==> config.mk <==
export PLATFORM = sky130hd
export DESIGN_NAME = spike_phase_detector
export DESIGN_NICKNAME = d
export VERILOG_FILES = /design/src/rtl/spike_phase_detector.sv
export SDC_FILE = /design/constraint.sdc
export NUM_CORES = 1
export LEC_CHECK = 0
export CELL_PAD_IN_SITES_DETAIL_PLACEMENT = 1
export CELL_PAD_IN_SITES_GLOBAL_PLACEMENT = 1
export CORE_ASPECT_RATIO = 0.9
export CORE_UTILIZATION = 35
export CTS_CLUSTER_DIAMETER = 100
export DETAILED_ROUTE_END_ITERATION = 6
export PLACE_DENSITY_LB_ADDON = 0.15
export REMOVE_ABC_BUFFERS = 1
export SYNTH_ARGS = -nofsm -noshare
export SYNTH_HDL_FRONTEND = slang
export SYNTH_SLANG_ARGS = --single-unit
==> constraint.sdc <==
create_clock -name clk -period 2.99 [get_ports clk]
set_clock_uncertainty 0.15 [all_clocks]
set_input_delay 0.7475 -clock clk [delete_from_list [all_inputs] [get_ports clk]]
set_output_delay 0.7475 -clock clk [all_outputs]
set_load 0.05 [all_outputs]
==> src/rtl/spike_phase_detector.sv <==
// spike_phase_detector: measures A period and A-to-B phase per A period, flags phase lock.
// Optional LOCK_HYST_EN: locked survives a single non-matching measurement.
module spike_phase_detector #(
    parameter int CNT_W  = 8,
    parameter int TOL    = 1,
    parameter int LOCK_N = 4
) (
    input  logic             clk,
    input  logic             reset,
    input  logic             spike_a,
    input  logic             spike_b,
    output logic [CNT_W-1:0] period_a,
    output logic [CNT_W-1:0] phase_ab,
    output logic             meas_valid,
    output logic             locked,
    output logic             overflow
);
    typedef enum logic [1:0] {IDLE, WAIT_B, WAIT_A} state_t;
    localparam logic [CNT_W-1:0] T_MAX = '1;
    localparam int MC_W = $clog2(LOCK_N + 1);
    state_t state, state_n;
    logic prev_a, prev_b, ev_a, ev_b, active, pub, ovf, have_ref, match, locked_n;
    logic [CNT_W-1:0] t, cap, stored, ph, diff;
    logic [MC_W-1:0] mcnt, mcnt_n;
`ifdef LOCK_HYST_EN
    logic miss;
`endif
    always_comb begin
        ev_a = spike_a & ~prev_a;
        ev_b = spike_b & ~prev_b;
        active = state != IDLE;
        pub = active && ev_a;
        ovf = active && !ev_a && t == T_MAX;
        ph = state == WAIT_B ? T_MAX : cap;
        diff = ph > stored ? ph - stored : stored - ph;
        // the very first measurement only seeds the reference
        match = have_ref && state == WAIT_A && diff <= CNT_W'(TOL);
        mcnt_n = !match ? '0 : mcnt == MC_W'(LOCK_N) ? mcnt : mcnt + 1'b1;
`ifdef LOCK_HYST_EN
        locked_n = mcnt_n == MC_W'(LOCK_N) || (locked && (match || !miss));
`else
        locked_n = mcnt_n == MC_W'(LOCK_N);
`endif
        state_n = ovf ? IDLE
                : ev_a ? (ev_b ? WAIT_A : WAIT_B)
                : (state == WAIT_B && ev_b) ? WAIT_A : state;
    end
    always_ff @(posedge clk or posedge reset) begin
        if (reset) begin
            state      <= IDLE;
            prev_a     <= 1'b0;
            prev_b     <= 1'b0;
            t          <= '0;
            cap        <= '0;
            stored     <= '0;
            mcnt       <= '0;
            have_ref   <= 1'b0;
            period_a   <= '0;
            phase_ab   <= '0;
            meas_valid <= 1'b0;
            locked     <= 1'b0;
            overflow   <= 1'b0;
`ifdef LOCK_HYST_EN
            miss       <= 1'b0;
`endif
        end else begin
            prev_a     <= spike_a;
            prev_b     <= spike_b;
            state      <= state_n;
            meas_valid <= pub;
            if (ev_a) t <= CNT_W'(1);
            else if (active && t != T_MAX) t <= t + 1'b1;
            if (ev_a) cap <= '0;
            else if (state == WAIT_B && ev_b) cap <= t;
            if (ovf) begin
                overflow <= 1'b1;
                mcnt     <= '0;
                locked   <= 1'b0;
                have_ref <= 1'b0;
`ifdef LOCK_HYST_EN
                miss     <= 1'b0;
`endif
            end
            if (pub) begin
                period_a <= t;
                phase_ab <= ph;
                stored   <= ph;
                have_ref <= 1'b1;
                mcnt     <= mcnt_n;
                locked   <= locked_n;
`ifdef LOCK_HYST_EN
                miss     <= !match;
`endif
            end
        end
    end
endmodule

# Yosys cells after proc, flatten, opt, wreduce, memory -nomap -nowiden
# Cells that the tools add are included.
totals:
  mem_bits_rw: 0
  romBits: 0
  latchBits: 0
  input_bits: 4
  memories: 0
  register_bits: 43
  output_inout_bits: 19
op_classes:
  muxes: 17
  multipliers: 0
  addsub: 4
  n_shift: 0
  n_eq_ne: 6
  div_mod_pow: 0
  magnitude_cmp: 2
  reduce_logical: 13
  n_bitwise: 4
op_table:
  columns: ["operator", "n"]
  rows:
  - ["$mux W8", 6]
  - ["$sub A8 B8 Y8", 2]
  - ["$mux W3", 4]
  - ["$add A8 B1 Y8 const B", 1]
  - ["$eq A8 B8 Y1 const B", 1]
  - ["$gt A8 B8 Y1", 1]
  - ["$le A8 B1 Y1 const B", 1]
  - ["$mux W2", 4]
  - ["$ne A8 B8 Y1 const B", 1]
  - ["$reduce_bool A2 Y1", 4]
  - ["$logic_and A1 B1 Y1", 7]
  - ["$eq A3 B3 Y1 const B", 2]
  - ["$add A3 B1 Y3 const B", 1]
  - ["$mux W1", 3]
  - ["$reduce_bool A3 Y1", 1]
  - ["$and A1 B1 Y1", 2]
  - ["$eq A2 B1 Y1 const B", 1]
  - ["$eq A2 B2 Y1 const B", 1]
  - ["$not A1 Y1", 2]
  - ["$logic_not A1 Y1", 1]

# Logic depth before layout (Yosys ltp)
# Gate-level depths: netlist of run 1.
depth:
  ltp_word: 9
  ltp_mapped: 15

# Least setup slack after synthesis of run 1
# No wires, ideal clock.
synth_timing:
  path_type: "flip-flop to flip-flop"
  startpoint: "reg state[1]"
  endpoint: "reg locked"
  t_required_ns: 2.764
  arrival_ns: 2.903
  stages_incl_launch_ff: 15
  setup_ns: 0.076
  synth_period_minus_slack_ns: 3.130
  slack_ns: -0.140
  path_cell_list: "dfrtp_1 -> buf_2 -> nor2b_1 -> clkbuf_1 -> nor2_1 -> ha_1 -> fa_1 -> nand2b_2 -> a21oi_4 -> a41oi_1 -> a21o_1 -> nor3_2 -> o21ai_2 -> or3_1 -> o21ai_1"
synth_via:
  elab_chain_len: 9
  word_cells_on_any_way: 18
  cone_classes: "add/sub (2); order compare (2); eq/ne (3); mux (4); reduce/logical (7)"
synth_lines:
  columns: ["item", "line_no", "rtl"]
  rows:
  - ["start, declared", "21", "state_t state, state_n;"]
  - ["start signal, assigned", "69", "state <= state_n;"]
  - ["$eq A2 B1 Y1", "34", "ph = state == WAIT_B ? T_MAX : cap;"]
  - ["$mux W8", "34", null]
  - ["$sub A8 B8 Y8 or $gt A8 B8 Y1 (tied branches)", "35", "diff = ph > stored ? ph - stored : stored - ph;"]
  - ["$mux W8", "35", null]
  - ["$le A8 B1 Y1", "37", "match = have_ref && state == WAIT_A && diff <= CNT_W'(TOL);"]
  - ["$logic_and A1 B1 Y1", "37", null]
  - ["$mux W3", "38", "mcnt_n = !match ? '0 : mcnt == MC_W'(LOCK_N) ? mcnt : mcnt + 1'b1;"]
  - ["$eq A3 B3 Y1", "42", "locked_n = mcnt_n == MC_W'(LOCK_N);"]
  - ["$mux W1", "84", "if (pub) begin"]
  - ["end signal, assigned", "90", "locked <= locked_n;"]
  - ["end, declared", "15", "output logic locked,"]
# Parallel ways exist; a longest one is shown, timed or not.
# A chain may end at the register's enable or synchronous reset.

# Final worst setup path of run 1
# Same ends and word-level chain as after synthesis.

==> metrics.cfg, run 1 <==
[power]
power_density_mw_per_mm2 = 950.5
p_total_mw = 3.523
max-vdd-ir-drop_mv = 0.2855
swShare = 0.4585
p_int_mw = 1.908
switching_power_mw = 1.615
clkPwrFrac = 0.131
p_leak_nw = 1.627
p_comb_frac = 0.643
seqPwrFrac = 0.226

[critical_path]
cp-end-kind = flop
crit_family = simple AND/OR/NAND/NOR gates
rr_worst_depth = 13
cp-start-kind = flop
slowest_delay_ns = 0.42
path_depth = 13
crit_fanout = 4
crit_path_top_delay_cell = dfrtp_1
worstPathCellList = nor2b_4 -> nor2_4 -> ha_2 -> fa_2 -> nand2b_4 -> a21oi_4 -> buf_4 -> and2_4 -> o2111ai_4 -> nor3_4 -> o21ai_2 -> or3_4 -> o21ai_1
path_class = reg2reg
cp.arrival_ns = 3.06
crit_start = state[1]
worstReg2RegStart = state[1]
critical_path_buf_inv_count = 1
cp.required_ns = 3.07

[layout]
fill_cells = 898
utilization = 0.4937
nets = 405
diodes = 0
final_cell_mix = nand2_1 (67), dfrtp_1 (43), buf_4 (36), nor2_1 (24), clkdlybuf4s50_1 (22)
final_common_cell = nand2_1
syn_to_final_growth_pct = 36.62
drive_above_1_share = 0.2696

[routing]
vias = 2452
top_layer_used = met4
ant_nets = 0
viasPerCell = 5.130
wl_mm = 7.848
drt-wirelength-per-cell_um = 16.42
met2RoutedLength_mm = 3.776
wl_met3_um = 114
drtIter0Drc = 120
wl_met1_mm = 3.855
drt_pre_antenna_iters = 3
drc = 0

[yosys]
synth_top_area_frac = 0.3967
synth_top_family_by_area = simple AND/OR/NAND/NOR gates
syn-cell-area_mm2 = 0.002713
syn_area_per_cell_um2 = 8.295
synth-edff-count = 0
ys_async_sr_fraction = 1.000
synth_seq_cells = 43
synth_mux_area_frac = 0.007380
yosys_warnings = 0
synth-adder-area-share = 0.09779
synth-simple-area-share = 0.2509
synth_seq_area_share = 0.3967
postSynthCellCount = 327
ys.flop_type = dfrtp_1
synthTopCellsByArea = dfrtp_1 (40%), nand2_1 (9.4%), ha_1 (8.3%)
yosysTopAreaCell = dfrtp_1
synth_compound_area_frac = 0.1605
synth_xor_area_frac = 0.02906
ys_types = 49

[timing]
slew_violations = 0
max_freq_ghz = 0.3354
setup_viol = 0
setup_slack_ns = 0.008699
worst_slew_pin_slew_ns = 0.5655
final.min_clock_period_ns = 2.981
grt_setup_unrepaired = yes
period_share = 0.9971
finalHoldViolations = 0
slew_headroom = 0.6230

[grt]
grt_pass1_vias = 2526
grt_pass1_wl_mm = 13.16
grt_overflow_total = 0
track_usage = 0.2107
antenna_found_initial = 0
grt_max_degree = 44

[floorplanning]
rows = 30
die_h_um = 85.52
ios = 23
core_area_mm2 = 0.007507
die-area_mm2 = 0.008106
die_w_um = 94.80
initial_core_util = 0.3613

[clocking]
h-tree-depth = 2
cts_tree = done
clock_latency_ns = 0.30
clkTransAtPathRegs_ns = 0.09
clock-root-buffer = clkbuf_8
cts_sinks = 43
cts_buffers = 5
cts.path.max_buffers = 2

[placement]
place_ws_ns = -0.2660
dpl.hpwl_mm = 5.624
gp_congestion = 0.8370
port-buffer-count = 22

[worst_hold_path]
min_from = period_a[7]
hold_depth = 2
hp-class = reg2reg

[status]
outcome = completed

[job]
maxCapViolCount = 0

routing by layer:
metal,GRT usage,vias up
met3,0.02748,9
met5,0,-
met1,0.3104,1231
met4,0.05372,0
li1,-,1197
met2,0.3250,15
repair_timing:
action / in CTS / in global routing
setup endpoints to repair: 4 / 4
endpoints found under the hold margin: 0 / 0
pin swaps: 17 / 17
resized for setup: 46 / 22
buffers inserted: 4 / 1
hold buffers: 0 / 0
kinds of logic after synthesis:
kind of cell,count (synthesis)
simple gates,147
compound gates,71
flops,43
buf+inv,35
fa+ha+maj,20
xor+xnor,9
mux,2
worst paths after layout:
kind,slack [ns],end
setup / recovery,0.009,locked
hold / removal,0.33,period_a[7]
setup reg to reg,0.009,locked
hold reg to reg,0.33,period_a[7]
max in group asynchronous,1.57,period_a[1]
min in group asynchronous,0.75,locked
cell usage after synthesis (5+ instances only):
master	n
a21oi_1	23
buf_2	5
clkbuf_1	5
dfrtp_1	43
ha_1	18
inv_1	21
nand2_1	68
nand2b_1	10
nand4_1	6
nor2_1	34
nor3_1	6
o21ai_0	17
xor2_1	5
final cells by class:
class | count | area (µm²) | share of cell area
clock buffers | 5 | 68.82 | 0.01857
flip-flops and latches | 43 | 1076 | 0.2903
clock inverters | 3 | 43.79 | 0.01182
multi-input cells | 249 | 1799 | 0.4855
inverters | 22 | 85.08 | 0.02296
repair buffers | 60 | 513.0 | 0.1384
well taps | 96 | 120.1 | 0.03241
sequential cells by signal, indices dropped and copies added (netlist names), 2 cells and up:
register,flops
period_a,8
t,8
cap,8
stored,8
mcnt,3
state,2
metrics by stage:
| stage | hold slack (ns) | setup TNS [ns] | std cells | instance area [µm²] |
|---|---|---|---|---|
| finish | 0.3294 | 0 | 478 | 3706 |
| global route | 0.3622 | -0.5230 | 478 | 3706 |
| CTS | 0.3356 | -0.003992 | 477 | 3586 |
| detailed placement | 0.3108 | -0.8511 | 465 | 3231 |
| global placement | 0.3102 | -0.7085 | 465 | 3231 |
| floorplan | 0.2896 | -0.2387 | 314 | 2639 |
power by group through the flow:
stage | Combinational [mW] | Clock [mW] | Sequential, mW
after floorplan | 0.909 | 0 | 1.00
after global placement | 1.73 | 0 | 0.799
after detailed placement | 1.75 | 0 | 0.804
after CTS | 2.05 | 0.484 | 0.797
after global routing | 2.44 | 0.502 | 0.817
final | 2.27 | 0.463 | 0.795
worst register-to-register path, cell delays in order, from the launching register on:
cell and delay (ns):
dfrtp_1 0.42, nor2b_4 0.16, nor2_4 0.05, ha_2 0.18, fa_2 0.40, nand2b_4 0.18
a21oi_4 0.15, buf_4 0.17, and2_4 0.16, o2111ai_4 0.15, nor3_4 0.17, o21ai_2 0.09
or3_4 0.37, o21ai_1 0.12
Note: power is estimated with default switching activity, not from simulation.
==> run 2, diff against run 1 <==
--- a/config.mk
+++ b/config.mk
@@ -8,6 +8,7 @@
 export CELL_PAD_IN_SITES_DETAIL_PLACEMENT = 1
 export CELL_PAD_IN_SITES_GLOBAL_PLACEMENT = 1
 export CORE_ASPECT_RATIO = 0.9
+export CORE_MARGIN = 2
 export CORE_UTILIZATION = 35
 export CTS_CLUSTER_DIAMETER = 100
 export DETAILED_ROUTE_END_ITERATION = 6
==> metrics.cfg, run 2 (synthesis results as in run 1) <==
[critical_path]
rr_worst_depth = 12  ; -1
slowest_delay_ns = 0.42  ; about the same
cp-start-kind = flop
crit_fanout = 7  ; +3
critical_path_buf_inv_count = 1  ; unchanged
cp.required_ns = 3.07  ; about the same
crit_path_top_delay_cell = dfrtp_1
crit_family = simple AND/OR/NAND/NOR gates
cp.arrival_ns = 3.10  ; +0.04 ns
reg2reg_slack_ns = -0.03  ; -0.03 ns
cpMostUsedCell = o21ai_2
cp-end-kind = flop
regToRegEndpoint = locked
path_class = reg2reg
worstReg2RegStart = state[1]
worstPathCellList = nor2b_4 -> buf_8 -> nor2_4 -> fa_2 -> nand2b_4 -> a21oi_4 -> a41oi_1 -> a21o_1 -> nor3_2 -> o21ai_2 -> or3_4 -> o21ai_2

[power]
p_total_mw = 3.652  ; +3.7%
p_leak_nw = 1.691  ; +4.0%
switching_power_mw = 1.634  ; +1.2%
max-vdd-ir-drop_mv = 0.3328  ; +17%
swShare = 0.4474  ; -0.01105
p_comb_frac = 0.642  ; about the same
clkPwrFrac = 0.138  ; +0.007
p_int_mw = 2.018  ; +5.8%
seqPwrFrac = 0.220  ; -0.006
power_density_mw_per_mm2 = 957.5  ; +0.73%

[floorplanning]
die-area_mm2 = 0.008471  ; +4.5%
die_h_um = 87.52  ; +2.3%
core_area_mm2 = 0.007545  ; +0.50%
ios = 23  ; unchanged
rows = 30  ; unchanged
initial_core_util = 0.3595  ; -0.001798
die_w_um = 96.80  ; +2.1%

[grt]
grt_pass1_wl_mm = 13.19  ; +0.26%
grt_pass1_vias = 2637  ; +4.4%
grt_overflow_total = 0  ; unchanged
track_usage = 0.1924  ; -0.01829
grt_max_degree = 44  ; unchanged
antenna_found_initial = 0  ; unchanged

[layout]
diodes = 0  ; unchanged
syn_to_final_growth_pct = 40.59
final_cell_mix = nand2_1 (68), dfrtp_1 (43), buf_4 (42), nor2_1 (26), clkdlybuf4s50_1 (22)
final_common_cell = nand2_1
utilization = 0.5055  ; +0.01181
drive_above_1_share = 0.2864  ; +0.01681
nets = 414  ; +2.2%

[worst_hold_path]
min_from = overflow
hold_depth = 1  ; -1
min_to = overflow
hp-class = reg2reg

[routing]
drc = 0  ; unchanged
viasPerCell = 5.105  ; -0.49%
vias = 2486  ; +1.4%
drtIter0Drc = 86  ; -28%
drt_pre_antenna_iters = 4  ; +1
wl_mm = 8.066  ; +2.8%
ant_nets = 0  ; unchanged
drt-wirelength-per-cell_um = 16.56  ; +0.88%

[clocking]
cts_sinks = 43  ; unchanged
cts.path.max_buffers = 2  ; unchanged
h-tree-depth = 2  ; unchanged
cts_tree = done
cts_buffers = 5  ; unchanged
cts_hold_buf = 0  ; unchanged
clock_latency_ns = 0.30  ; about the same
clkTransAtPathRegs_ns = 0.09  ; about the same
clock-root-buffer = clkbuf_8

[placement]
port-buffer-count = 22  ; unchanged
dpl.hpwl_mm = 5.649  ; +0.44%
gp_congestion = 0.8978  ; +7.3%

[timing]
grt_setup_unrepaired = yes
final.min_clock_period_ns = 3.016  ; +0.03453 ns
setup_slack_ns = -0.02583  ; -0.03453 ns
slew_headroom = 0.6215  ; -0.001552
tns_ns = -0.02583  ; -0.02583 ns
setup_viol = 1  ; +1
max_freq_ghz = 0.3316  ; -1.1%
slew_violations = 0  ; unchanged
period_share = 1.009  ; +0.01155
worst_slew_pin_slew_ns = 0.5678  ; +0.002328 ns
finalHoldViolations = 0  ; unchanged

[status]
outcome = finished with violations
violations = setup timing

[job]
maxCapViolCount = 0  ; unchanged

## run 2: how the worst max path moves through the flow
| stage | start | to | cells after the start |
|---|---|---|---|
| final | state[1] | locked | 12 |
| after global routing | state[1] | locked | 13 |
| after CTS | state[0] | locked | 14 |
| after detailed placement | state[0] | locked | 15 |
| after global placement | state[0] | locked | 15 |
| after floorplan | state[0] | locked | 12 |
## run 2: power by group through the flow
stage               registers (mW)  clock network [mW]  logic (mW)
floorplan                     1.00                   0       0.909
global placement             0.803                   0        1.81
detailed placement           0.809                   0        1.82
CTS                          0.802               0.513        2.09
global route                 0.823               0.537        2.53
finish                       0.804               0.504        2.34
## run 2: what timing repair did
item,4_1_cts,5_1_grt
gates resized for setup,46,30
hold endpoints to repair,0,0
pin swaps,21,20
setup buffers,3,2
endpoints found under the setup margin,4,4
## run 2: layout make-up
class,count,area [µm²]
Clock inverter,2,38.79
Sequential cell,43,1076
Tap cell,96,120.1
Multi-Input combinational cell,249,1813
Clock buffer,6,82.58
Inverter,22,87.58
Fill cell,877,3731
Timing Repair Buffer,69,595.6
## run 2: routing by layer
metal / wire, µm / track usage / part of all wire
met1: 4011 / 0.2682 / 0.50
met2: 3847 / 0.3207 / 0.48
met3: 132 / 0.02809 / 0.016
met4: 74 / 0.04481 / 0.0092
met5: 0 / 0 / 0
## run 2: metrics by stage
step | cells | setup slack (ns) | instance area [µm²] | hold slack [ns]
2_1_floorplan | 314 | -0.1505 | 2639 | 0.2896
3_3_place_gp | 474 | -0.2949 | 3294 | 0.3111
3_5_place_dp | 474 | -0.3265 | 3294 | 0.3151
4_1_cts | 485 | -0.03029 | 3651 | 0.3395
5_1_grt | 487 | -0.1843 | 3814 | 0.3681
6_report | 487 | -0.02583 | 3814 | 0.3319
==> run 3, diff against run 2 <==
--- a/config.mk
+++ b/config.mk
@@ -9,7 +9,8 @@
 export CELL_PAD_IN_SITES_GLOBAL_PLACEMENT = 1
 export CORE_ASPECT_RATIO = 0.9
 export CORE_MARGIN = 2
-export CORE_UTILIZATION = 35
+export CORE_UTILIZATION = 39
+export CTS_BUF_LIST = sky130_fd_sc_hd__clkbuf_16
 export CTS_CLUSTER_DIAMETER = 100
 export DETAILED_ROUTE_END_ITERATION = 6
 export PLACE_DENSITY_LB_ADDON = 0.15
==> metrics.cfg, run 3 (synthesis results as in run 1) <==
[routing]
drt_pre_antenna_iters = 4  ; unchanged
drt-wirelength-per-cell_um = 17.12  ; +3.4%
drtIter0Drc = 52  ; -40%
ant_nets = 0  ; unchanged
wl_mm = 7.977  ; -1.1%
drc = 0  ; unchanged
viasPerCell = 5.262  ; +3.1%
vias = 2452  ; -1.4%

[timing]
final.min_clock_period_ns = 3.049  ; +0.03331 ns
slew_headroom = 0.6495  ; +0.02809
setup_viol = 3  ; +2
period_share = 1.020  ; +0.01114
grt_setup_unrepaired = yes
finalHoldViolations = 0  ; unchanged
max_freq_ghz = 0.3280  ; -1.1%
worst_slew_pin_slew_ns = 0.5240  ; -0.04378 ns
slew_violations = 0  ; unchanged
setup_slack_ns = -0.05914  ; -0.03331 ns

[clocking]
clock_latency_ns = 0.28  ; -0.02 ns
cts.path.max_buffers = 2  ; unchanged
cts_buffers = 5  ; unchanged
clock-root-buffer = clkbuf_16
h-tree-depth = 2  ; unchanged
cts_hold_buf = 0  ; unchanged
clkTransAtPathRegs_ns = 0.06  ; -0.03 ns
cts_sinks = 43  ; unchanged
cts_tree = done

[layout]
final_cell_mix = nand2_1 (68), dfrtp_1 (43), buf_4 (30), nor2_1 (27), clkdlybuf4s50_1 (22)
diodes = 0  ; unchanged
regArea_mm2 = 0.001076  ; unchanged
drive_above_1_share = 0.2420  ; -0.04442
nets = 400  ; -3.4%
multi_input_area_mm2 = 0.001715  ; -5.4%
fill_cells = 772  ; -12%
final_common_cell = nand2_1
syn_to_final_growth_pct = 34.18
layoutNonFillerInstCount = 466  ; -4.3%
utilization = 0.5468  ; +0.04133

[critical_path]
crit_fanout = 4  ; -3
slowest_delay_ns = 0.41  ; about the same
path_depth = 12  ; unchanged
worstPathCellList = nor2b_4 -> nor2_4 -> ha_1 -> fa_2 -> nand2b_2 -> a21oi_4 -> a41oi_1 -> a21o_1 -> nor3_2 -> o21ai_2 -> or3_4 -> o21ai_2
cp.arrival_ns = 3.12  ; +0.02 ns
rr_worst_depth = 12  ; unchanged
reg2reg_slack_ns = -0.06  ; -0.03 ns
cp-start-kind = flop
cp-end-kind = flop
critical_path_buf_inv_count = 0  ; -1
cp.required_ns = 3.06  ; about the same
crit_family = simple AND/OR/NAND/NOR gates
path_class = reg2reg
cpMostUsedCell = o21ai_2
crit_path_top_delay_cell = dfrtp_1

[placement]
dp.cells = 457  ; -3.6%
gp_congestion = 0.8837  ; -1.6%
port-buffer-count = 22  ; unchanged
dpl.hpwl_mm = 5.649  ; unchanged
place_ws_ns = -0.2806  ; +0.04588 ns

[grt]
grt_pass1_wl_mm = 12.73  ; -3.5%
grt_max_degree = 26  ; -41%
grt_overflow_total = 0  ; unchanged
antenna_found_initial = 0  ; unchanged
track_usage = 0.2087  ; +0.01626
grt_pass1_vias = 2580  ; -2.2%

[worst_hold_path]
hp-class = reg2reg
hold_depth = 2  ; +1

[status]
outcome = finished with violations
violations = setup timing

[power]
max-vdd-ir-drop_mv = 0.3485  ; +4.7%
power_density_mw_per_mm2 = 959.9  ; +0.26%
p_leak_nw = 1.626  ; -3.9%
p_total_mw = 3.494  ; -4.3%

[floorplanning]
core_area_mm2 = 0.006656  ; -12%
rows = 28  ; -6.7%
die_h_um = 83.12  ; -5.0%
die_w_um = 91.91  ; -5.0%
die-area_mm2 = 0.007640  ; -9.8%
initial_core_util = 0.4075  ; +0.04798
ios = 23  ; unchanged

[job]
maxCapViolCount = 0  ; unchanged

[run 3: repair_timing]
item                                    4_1_cts  5_1_grt
endpoints found under the setup margin        4        4
setup buffers                                 0        2
pin swaps                                     6       14
resized for setup                            23       32
[run 3: final timing paths]
path / from / end
max: state[1] / locked
min: have_ref / have_ref
max reg2reg: state[1] / locked
min reg2reg: have_ref / have_ref
max in group asynchronous: reset / stored[4]
min in group asynchronous: reset / stored[1]
[run 3: stage by stage]
step / TNS (ns) / hold WS [ns] / instance area, µm²
detailed placement: -1.042 / 0.3101 / 3221
global placement: -0.7962 / 0.3062 / 3221
CTS: 0 / 0.3258 / 3467
floorplan: -0.2387 / 0.2896 / 2639
global route: -0.6225 / 0.3531 / 3640
finish: -0.07823 / 0.3242 / 3640
[run 3: routing by layer]
metal / wire, µm / track usage
met5: 0 / 0
met4: 82 / 0.03935
met3: 268 / 0.03721
met2: 4129 / 0.3663
met1: 3496 / 0.2709
[run 3: worst min-delay path: cells and delay by family, from the launching register on]
kind / cells / cell delay (ns)
flops: 1 / 0.34
simple gates: 2 / 0.10
[run 3: cell type report]
cell class | instances | area share
clock inverter | 2 | 0.01031
inverter | 22 | 0.02338
timing repair buffer | 55 | 0.1341
multi-input combinational | 249 | 0.4713
clock buffer | 5 | 0.03438
tap | 90 | 0.03094
sequential | 43 | 0.2956
[run 3: power by group]
| group | leakage [nW] | internal (mW) | switching, mW | total [mW] |
|---|---|---|---|---|
| clock | 0.0759 | 0.389 | 0.229 | 0.618 |
| sequential | 0.561 | 0.686 | 0.117 | 0.803 |
| combinational | 0.989 | 0.874 | 1.20 | 2.07 |
| total | 1.63 | 1.95 | 1.55 | 3.49 |
